`src/rtl/cpu_regfile_bypass_if.sv`:
```
// Register file bus: two write ports, packed read ports, scoreboard marks
// and the registered read/busy/fp/sp views returned by the file.
interface cpu_regfile_bypass_if #(
    parameter int DATA_W = 32,
    parameter int ADDR_W = 4,
    parameter int NUM_RD = 2
);
    localparam int DEPTH = 2 ** ADDR_W;

    logic                       write_enable0_i;
    logic [ADDR_W-1:0]          reg_write_index0_i;
    logic [DATA_W-1:0]          value0_i;
    logic                       write_enable1_i;
    logic [ADDR_W-1:0]          reg_write_index1_i;
    logic [DATA_W-1:0]          value1_i;
    logic [NUM_RD*ADDR_W-1:0]   rd_index_i;
    logic [NUM_RD*DATA_W-1:0]   rd_value_o;
    logic                       mark_i;
    logic [ADDR_W-1:0]          mark_index_i;
    logic [DEPTH-1:0]           busy_o;
    logic [NUM_RD-1:0]          rd_busy_o;
    logic [DATA_W-1:0]          fp_o;
    logic [DATA_W-1:0]          sp_o;

    modport master (
        output write_enable0_i, reg_write_index0_i, value0_i,
        output write_enable1_i, reg_write_index1_i, value1_i,
        output rd_index_i, mark_i, mark_index_i,
        input  rd_value_o, busy_o, rd_busy_o, fp_o, sp_o
    );

    modport slave (
        input  write_enable0_i, reg_write_index0_i, value0_i,
        input  write_enable1_i, reg_write_index1_i, value1_i,
        input  rd_index_i, mark_i, mark_index_i,
        output rd_value_o, busy_o, rd_busy_o, fp_o, sp_o
    );
endinterface

```
`src/rtl/cpu_regfile_bypass.sv`:
```
// Two-write, N-read register file with write-first bypass, registered reads
// and a pending-write scoreboard.
module cpu_regfile_bypass #(
    parameter int DATA_W = 32,
    parameter int ADDR_W = 4,
    parameter int NUM_RD = 2,
    parameter int FP_IDX = 0,
    parameter int SP_IDX = 1
) (
    input  logic clk_i,
    input  logic rst_i,
    cpu_regfile_bypass_if.slave bus
);
    localparam int DEPTH = 2 ** ADDR_W;
    localparam logic [ADDR_W-1:0] FP_A = ADDR_W'(FP_IDX);
    localparam logic [ADDR_W-1:0] SP_A = ADDR_W'(SP_IDX);

    logic [DATA_W-1:0] regs [DEPTH];
    logic [DEPTH-1:0]  busy_q;
    logic [DEPTH-1:0]  busy_nxt;
    logic [DATA_W-1:0] rd_q [NUM_RD];
    logic [DATA_W-1:0] rd_nxt [NUM_RD];
    logic [NUM_RD-1:0] rbusy_q;
    logic [NUM_RD-1:0] rbusy_nxt;
    logic [ADDR_W-1:0] rd_idx [NUM_RD];

    logic              we0;
    logic              we1;
    logic [ADDR_W-1:0] w0;
    logic [ADDR_W-1:0] w1;

    assign we0 = bus.write_enable0_i;
    assign we1 = bus.write_enable1_i;
    assign w0  = bus.reg_write_index0_i;
    assign w1  = bus.reg_write_index1_i;

    for (genvar k = 0; k < NUM_RD; k++) begin : g_port
        assign rd_idx[k] = bus.rd_index_i[k*ADDR_W +: ADDR_W];
        assign bus.rd_value_o[k*DATA_W +: DATA_W] = rd_q[k];
        assign bus.rd_busy_o[k] = rbusy_q[k];
    end

    // A new mark wins over a same-edge clear.
    always_comb begin
        busy_nxt = busy_q;
        if (we0) busy_nxt[w0] = 1'b0;
        if (we1) busy_nxt[w1] = 1'b0;
        if (bus.mark_i) busy_nxt[bus.mark_index_i] = 1'b1;
    end

    // Write port 1 has the final say, matching the array collision rule.
    always_comb begin
        for (int k = 0; k < NUM_RD; k++) begin
            rd_nxt[k] = regs[rd_idx[k]];
            if (we0 && rd_idx[k] == w0) rd_nxt[k] = bus.value0_i;
            if (we1 && rd_idx[k] == w1) rd_nxt[k] = bus.value1_i;
            rbusy_nxt[k] = busy_nxt[rd_idx[k]];
        end
    end

    always_ff @(posedge clk_i or posedge rst_i) begin
        if (rst_i) begin
            for (int i = 0; i < DEPTH; i++) regs[i] <= '0;
            for (int k = 0; k < NUM_RD; k++) rd_q[k] <= '0;
            busy_q  <= '0;
            rbusy_q <= '0;
        end else begin
            if (we0) regs[w0] <= bus.value0_i;
            if (we1) regs[w1] <= bus.value1_i;
            for (int k = 0; k < NUM_RD; k++) rd_q[k] <= rd_nxt[k];
            busy_q  <= busy_nxt;
            rbusy_q <= rbusy_nxt;
        end
    end

    assign bus.busy_o = busy_q;
    assign bus.fp_o   = regs[FP_A];
    assign bus.sp_o   = regs[SP_A];
endmodule

```
`src/flat_wrapper.sv`:
```
// flat-port wrapper written by rule: the top's interface ports become plain ports
module cpu_regfile_bypass_flat 
#(
    parameter int DATA_W = 32,
    parameter int ADDR_W = 4,
    parameter int NUM_RD = 2,
    parameter int FP_IDX = 0,
    parameter int SP_IDX = 1
)
  (clk_i, rst_i, bus_write_enable0_i, bus_reg_write_index0_i, bus_value0_i, bus_write_enable1_i, bus_reg_write_index1_i, bus_value1_i, bus_rd_index_i, bus_mark_i, bus_mark_index_i, bus_rd_value_o, bus_busy_o, bus_rd_busy_o, bus_fp_o, bus_sp_o);
  cpu_regfile_bypass_if #(.DATA_W(DATA_W), .ADDR_W(ADDR_W), .NUM_RD(NUM_RD)) bus_i ();
  input  logic clk_i;
  input  logic rst_i;
  input wire logic [$bits(bus_i.write_enable0_i)-1:0] bus_write_enable0_i;
  input wire logic [$bits(bus_i.reg_write_index0_i)-1:0] bus_reg_write_index0_i;
  input wire logic [$bits(bus_i.value0_i)-1:0] bus_value0_i;
  input wire logic [$bits(bus_i.write_enable1_i)-1:0] bus_write_enable1_i;
  input wire logic [$bits(bus_i.reg_write_index1_i)-1:0] bus_reg_write_index1_i;
  input wire logic [$bits(bus_i.value1_i)-1:0] bus_value1_i;
  input wire logic [$bits(bus_i.rd_index_i)-1:0] bus_rd_index_i;
  input wire logic [$bits(bus_i.mark_i)-1:0] bus_mark_i;
  input wire logic [$bits(bus_i.mark_index_i)-1:0] bus_mark_index_i;
  output wire logic [$bits(bus_i.rd_value_o)-1:0] bus_rd_value_o;
  output wire logic [$bits(bus_i.busy_o)-1:0] bus_busy_o;
  output wire logic [$bits(bus_i.rd_busy_o)-1:0] bus_rd_busy_o;
  output wire logic [$bits(bus_i.fp_o)-1:0] bus_fp_o;
  output wire logic [$bits(bus_i.sp_o)-1:0] bus_sp_o;
  assign bus_i.write_enable0_i = bus_write_enable0_i;
  assign bus_i.reg_write_index0_i = bus_reg_write_index0_i;
  assign bus_i.value0_i = bus_value0_i;
  assign bus_i.write_enable1_i = bus_write_enable1_i;
  assign bus_i.reg_write_index1_i = bus_reg_write_index1_i;
  assign bus_i.value1_i = bus_value1_i;
  assign bus_i.rd_index_i = bus_rd_index_i;
  assign bus_i.mark_i = bus_mark_i;
  assign bus_i.mark_index_i = bus_mark_index_i;
  assign bus_rd_value_o = bus_i.rd_value_o;
  assign bus_busy_o = bus_i.busy_o;
  assign bus_rd_busy_o = bus_i.rd_busy_o;
  assign bus_fp_o = bus_i.fp_o;
  assign bus_sp_o = bus_i.sp_o;
  cpu_regfile_bypass #(.DATA_W(DATA_W), .ADDR_W(ADDR_W), .NUM_RD(NUM_RD), .FP_IDX(FP_IDX), .SP_IDX(SP_IDX)) u_core (.clk_i(clk_i), .rst_i(rst_i), .bus(bus_i));
endmodule
```
`config.mk`:
```
export PLATFORM = sky130hd
export DESIGN_NAME = cpu_regfile_bypass_flat
export DESIGN_NICKNAME = d
export VERILOG_FILES = /design/src/rtl/cpu_regfile_bypass_if.sv /design/src/rtl/cpu_regfile_bypass.sv /design/src/flat_wrapper.sv
export SDC_FILE = /design/constraint.sdc
export NUM_CORES = 2
export LEC_CHECK = 0
export ABC_CLOCK_PERIOD_IN_PS = 21500
export CAP_MARGIN = 20
export CORE_ASPECT_RATIO = 1.4
export CORE_MARGIN = 5
export CORE_UTILIZATION = 60
export CTS_BUF_LIST = sky130_fd_sc_hd__clkbuf_2
export CTS_CLUSTER_SIZE = 40
export DETAILED_ROUTE_END_ITERATION = 7
export GPL_TIMING_DRIVEN = 0
export HOLD_SLACK_MARGIN = 0.15
export PLACE_DENSITY_LB_ADDON = 0.08
export SLEW_MARGIN = 15
export SYNTH_ARGS = -nofsm -noshare
export SYNTH_HDL_FRONTEND = slang
export SYNTH_SLANG_ARGS = --single-unit
```
`constraint.sdc`:
```
create_clock -name clk_i -period 21.5 [get_ports clk_i]
set_input_delay 2.15 -clock clk_i [delete_from_list [all_inputs] [get_ports clk_i]]
set_output_delay 2.15 -clock clk_i [all_outputs]
set_load 0.01 [all_outputs]
```
==> flow_summary.json <==
{
  "status": "finished, violations left",
  "violations": "design-rule violations",
  "dr_wl_met3_um": 21500,
  "finClkSkew_ns": 0.0827,
  "syn_area_per_cell_um2": 11.0,
  "drt_iter0_drc": 4543,
  "syn_nets": 3364,
  "viasPerCell": 7.21,
  "nNetsFinal": 3698,
  "fmax_mhz": 204,
  "synth.cell_area_um2": 36100,
  "start_util_pct": 60.5,
  "cts-root-buf": "clkbuf_2",
  "hold_buffers": 0,
  "placed_area_um2": 39000,
  "seq_area_frac_synth_pct": 41.2,
  "dr.max_layer_used": "met5",
  "relSlewSlack_pct": 13.8,
  "holdWs_ns": 0.605,
  "grt_start_max_net_pins": 111,
  "startpoint_type": "flop",
  "yosysTopAreaCell": "dfrtp_1",
  "wl_met1_um": 47900,
  "peakVddDrop_mv": 0.0642,
  "clock_sinks": 594,
  "clk_path_buf_depth": 3,
  "die_area_um2": 65200,
  "hold_violations": 0,
  "num_rows": 106,
  "wl_um": 157000,
  "htreeDepth": 4,
  "postRouteAntennaNets": 0,
  "hold_class": "reg2reg",
  "min_period_over_period_pct": 22.8,
  "cts_tree": "done",
  "power_leakage_nw": 18.7,
  "critPathArrivalTime_ns": 2.75,
  "design_area_um2": 40300,
  "async_reset_ff_share_pct": 100,
  "area_growth_pct": 11.8,
  "dr.pass1.iters": 8,
  "maxCapViolations": 0,
  "yosysWarnings": 0,
  "drc": 1,
  "synth_cell_type_count": 48,
  "slew_viol_final": 0,
  "drive_gt1_share_pct": 19.8,
  "seqCellArea_um2": 14900,
  "multi_input_area_um2": 19100,
  "synth_top_cell_area_share_pct": 41.2,
  "setup_viol": 0,
  "core_region_area_um2": 59700,
  "critPathMaxFanout": 4,
  "hpwl_um": 106000,
  "numPortBuffers": 159,
  "grt_pass1_vias": 33246,
  "worst_pin_slew_ns": 1.29,
  "post_drt_wl_per_cell_um": 34.9,
  "synthCells": 3275,
  "via_count": 32423,
  "final_util_pct": 67.6,
  "power.density_nw_per_um2": 90.1,
  "grt_remaining_overflow": 0,
  "grt_antenna_before_repair": 19,
  "synth_seq_cells": 594,
  "fillers": 4813,
  "grt_use_total_pct": 47.7,
  "met2RoutedLength_um": 70000,
  "cp-end-kind": "output pin",
  "grt_setup_unrepaired": "no",
  "reg2regPathDepth": 4,
  "clk_pin_slew_ns": 0.13,
  "cp_data_required_time_ns": 19.35,
  "clkLatencyLatePin_ns": 1.55,
  "fp.dieH_um": 300,
  "cts_buffers": 151,
  "gp_congestion": 0.989,
  "synth_edf_count": 0,
  "cts_setup_buffers": 0,
  "path_class": "reg2out",
  "grt_pass1_wl_um": 223000,
  "die_x_um": 217,
  "synth_area_leaders": "dfrtp_1 41%, mux4_2 20%, mux2i_1 16%",
  "min_path_cells": 2,
  "finalCriticalPeriod_ns": 4.90,
  "synthFlopType": "dfrtp_1",
  "cts_resized": 0,
  "top_level_ports": 235
}
through the flow:
step | setup TNS [ns] | setup WS [ns] | power [mW] | std cells
floorplan | 0 | 2.73 | 2.36 | 3275
global placement | -2346.91 | -4.05 | 2.76 | 4190
detailed placement | 0 | 16.14 | 2.83 | 4208
CTS | 0 | 16.66 | 3.58 | 4475
global route | 0 | 16.59 | 3.77 | 4488
finish | 0 | 16.60 | 3.63 | 4496
final timing paths:
| check | from | end | slack (ns) |
|---|---|---|---|
| setup / recovery | u_core.bus.sp_o[22] | bus_sp_o[22] | 16.60 |
| hold / removal | u_core.regs[421] | u_core.regs[421] | 0.61 |
| setup reg to reg | u_core.bus.sp_o[22] | u_core.bus.rd_value_o[22] | 19.17 |
| hold reg to reg | u_core.regs[421] | u_core.regs[421] | 0.61 |
| max in group asynchronous | rst_i | u_core.bus.rd_value_o[26] | 19.00 |
| min in group asynchronous | rst_i | u_core.regs[195] | 1.02 |
Yosys cell counts (all sizes together) (8+ instances only):
master / instances
nand3: 10
nand2: 293
nor2b: 8
nor2: 336
dfrtp: 594
xor2: 12
o21ai: 256
clkbuf: 229
mux4: 320
a21oi: 322
buf: 228
mux2i: 578
flip-flops by register name, summed over array words and instances, names as in the netlist:
register               count
u_core.regs              448
u_core.bus.busy_o         16
u_core.bus.fp_o           32
u_core.bus.rd_busy_o       2
u_core.bus.sp_o           32
u_core.bus.rd_value_o     64
area by class of cell:
type	instances	area share (%)
Buffer	457	5.20
Inverter	7	0.0838
Antenna cell	17	0.105
Timing Repair Buffer	181	4.83
Multi-Input combinational cell	2217	47.4
Clock buffer	215	2.67
Sequential cell	594	36.9
Tap cell	756	2.35
Clock inverter	52	0.515
power by group:
part	total [mW]	internal [mW]	switching, mW	leakage [nW]
logic	1.19	0.660	0.529	10.6
clock network	0.790	0.270	0.520	1.01
registers	1.66	1.41	0.243	7.03
total	3.63	2.34	1.29	18.7
critical path: stages (launching register included):
cell	delay (ns)
dfrtp_1	0.53
buf_4	0.17
clkdlybuf4s50_1	0.53
placed cells by master, fill, tap and decap left out, types with 12 or more instances in the layout:
cell	instances
clkbuf_2	215
xor2_1	12
nand2_1	293
a21oi_1	322
dfrtp_1	594
buf_4	77
buf_2	77
clkinv_1	36
buf_1	76
mux2i_1	578
mux4_2	320
diode_2	17
nor2_1	335
clkdlybuf4s50_1	159
clkbuf_1	229
o21ai_0	255
cells by family (layout without fill, tap and decap cells):
family / count (synthesis) / after routing / synth area share (%)
mux: 898 / 898 / 36.0
simple gates: 691 / 691 / 7.69
compound gates: 612 / 612 / 8.84
flops: 594 / 594 / 41.2
buf+inv: 464 / 912 / 5.88
xor+xnor: 16 / 16 / 0.388
other cells: 0 / 17 / 0
routing by layer:
layer  vias to the layer above  track usage (%)
li1                      12563                -
met1                     15759             52.1
met2                      3004             71.5
met3                      1087             19.4
met4                        10             42.2
met5                         -            0.909
Note: power is estimated with default switching activity, not from simulation.
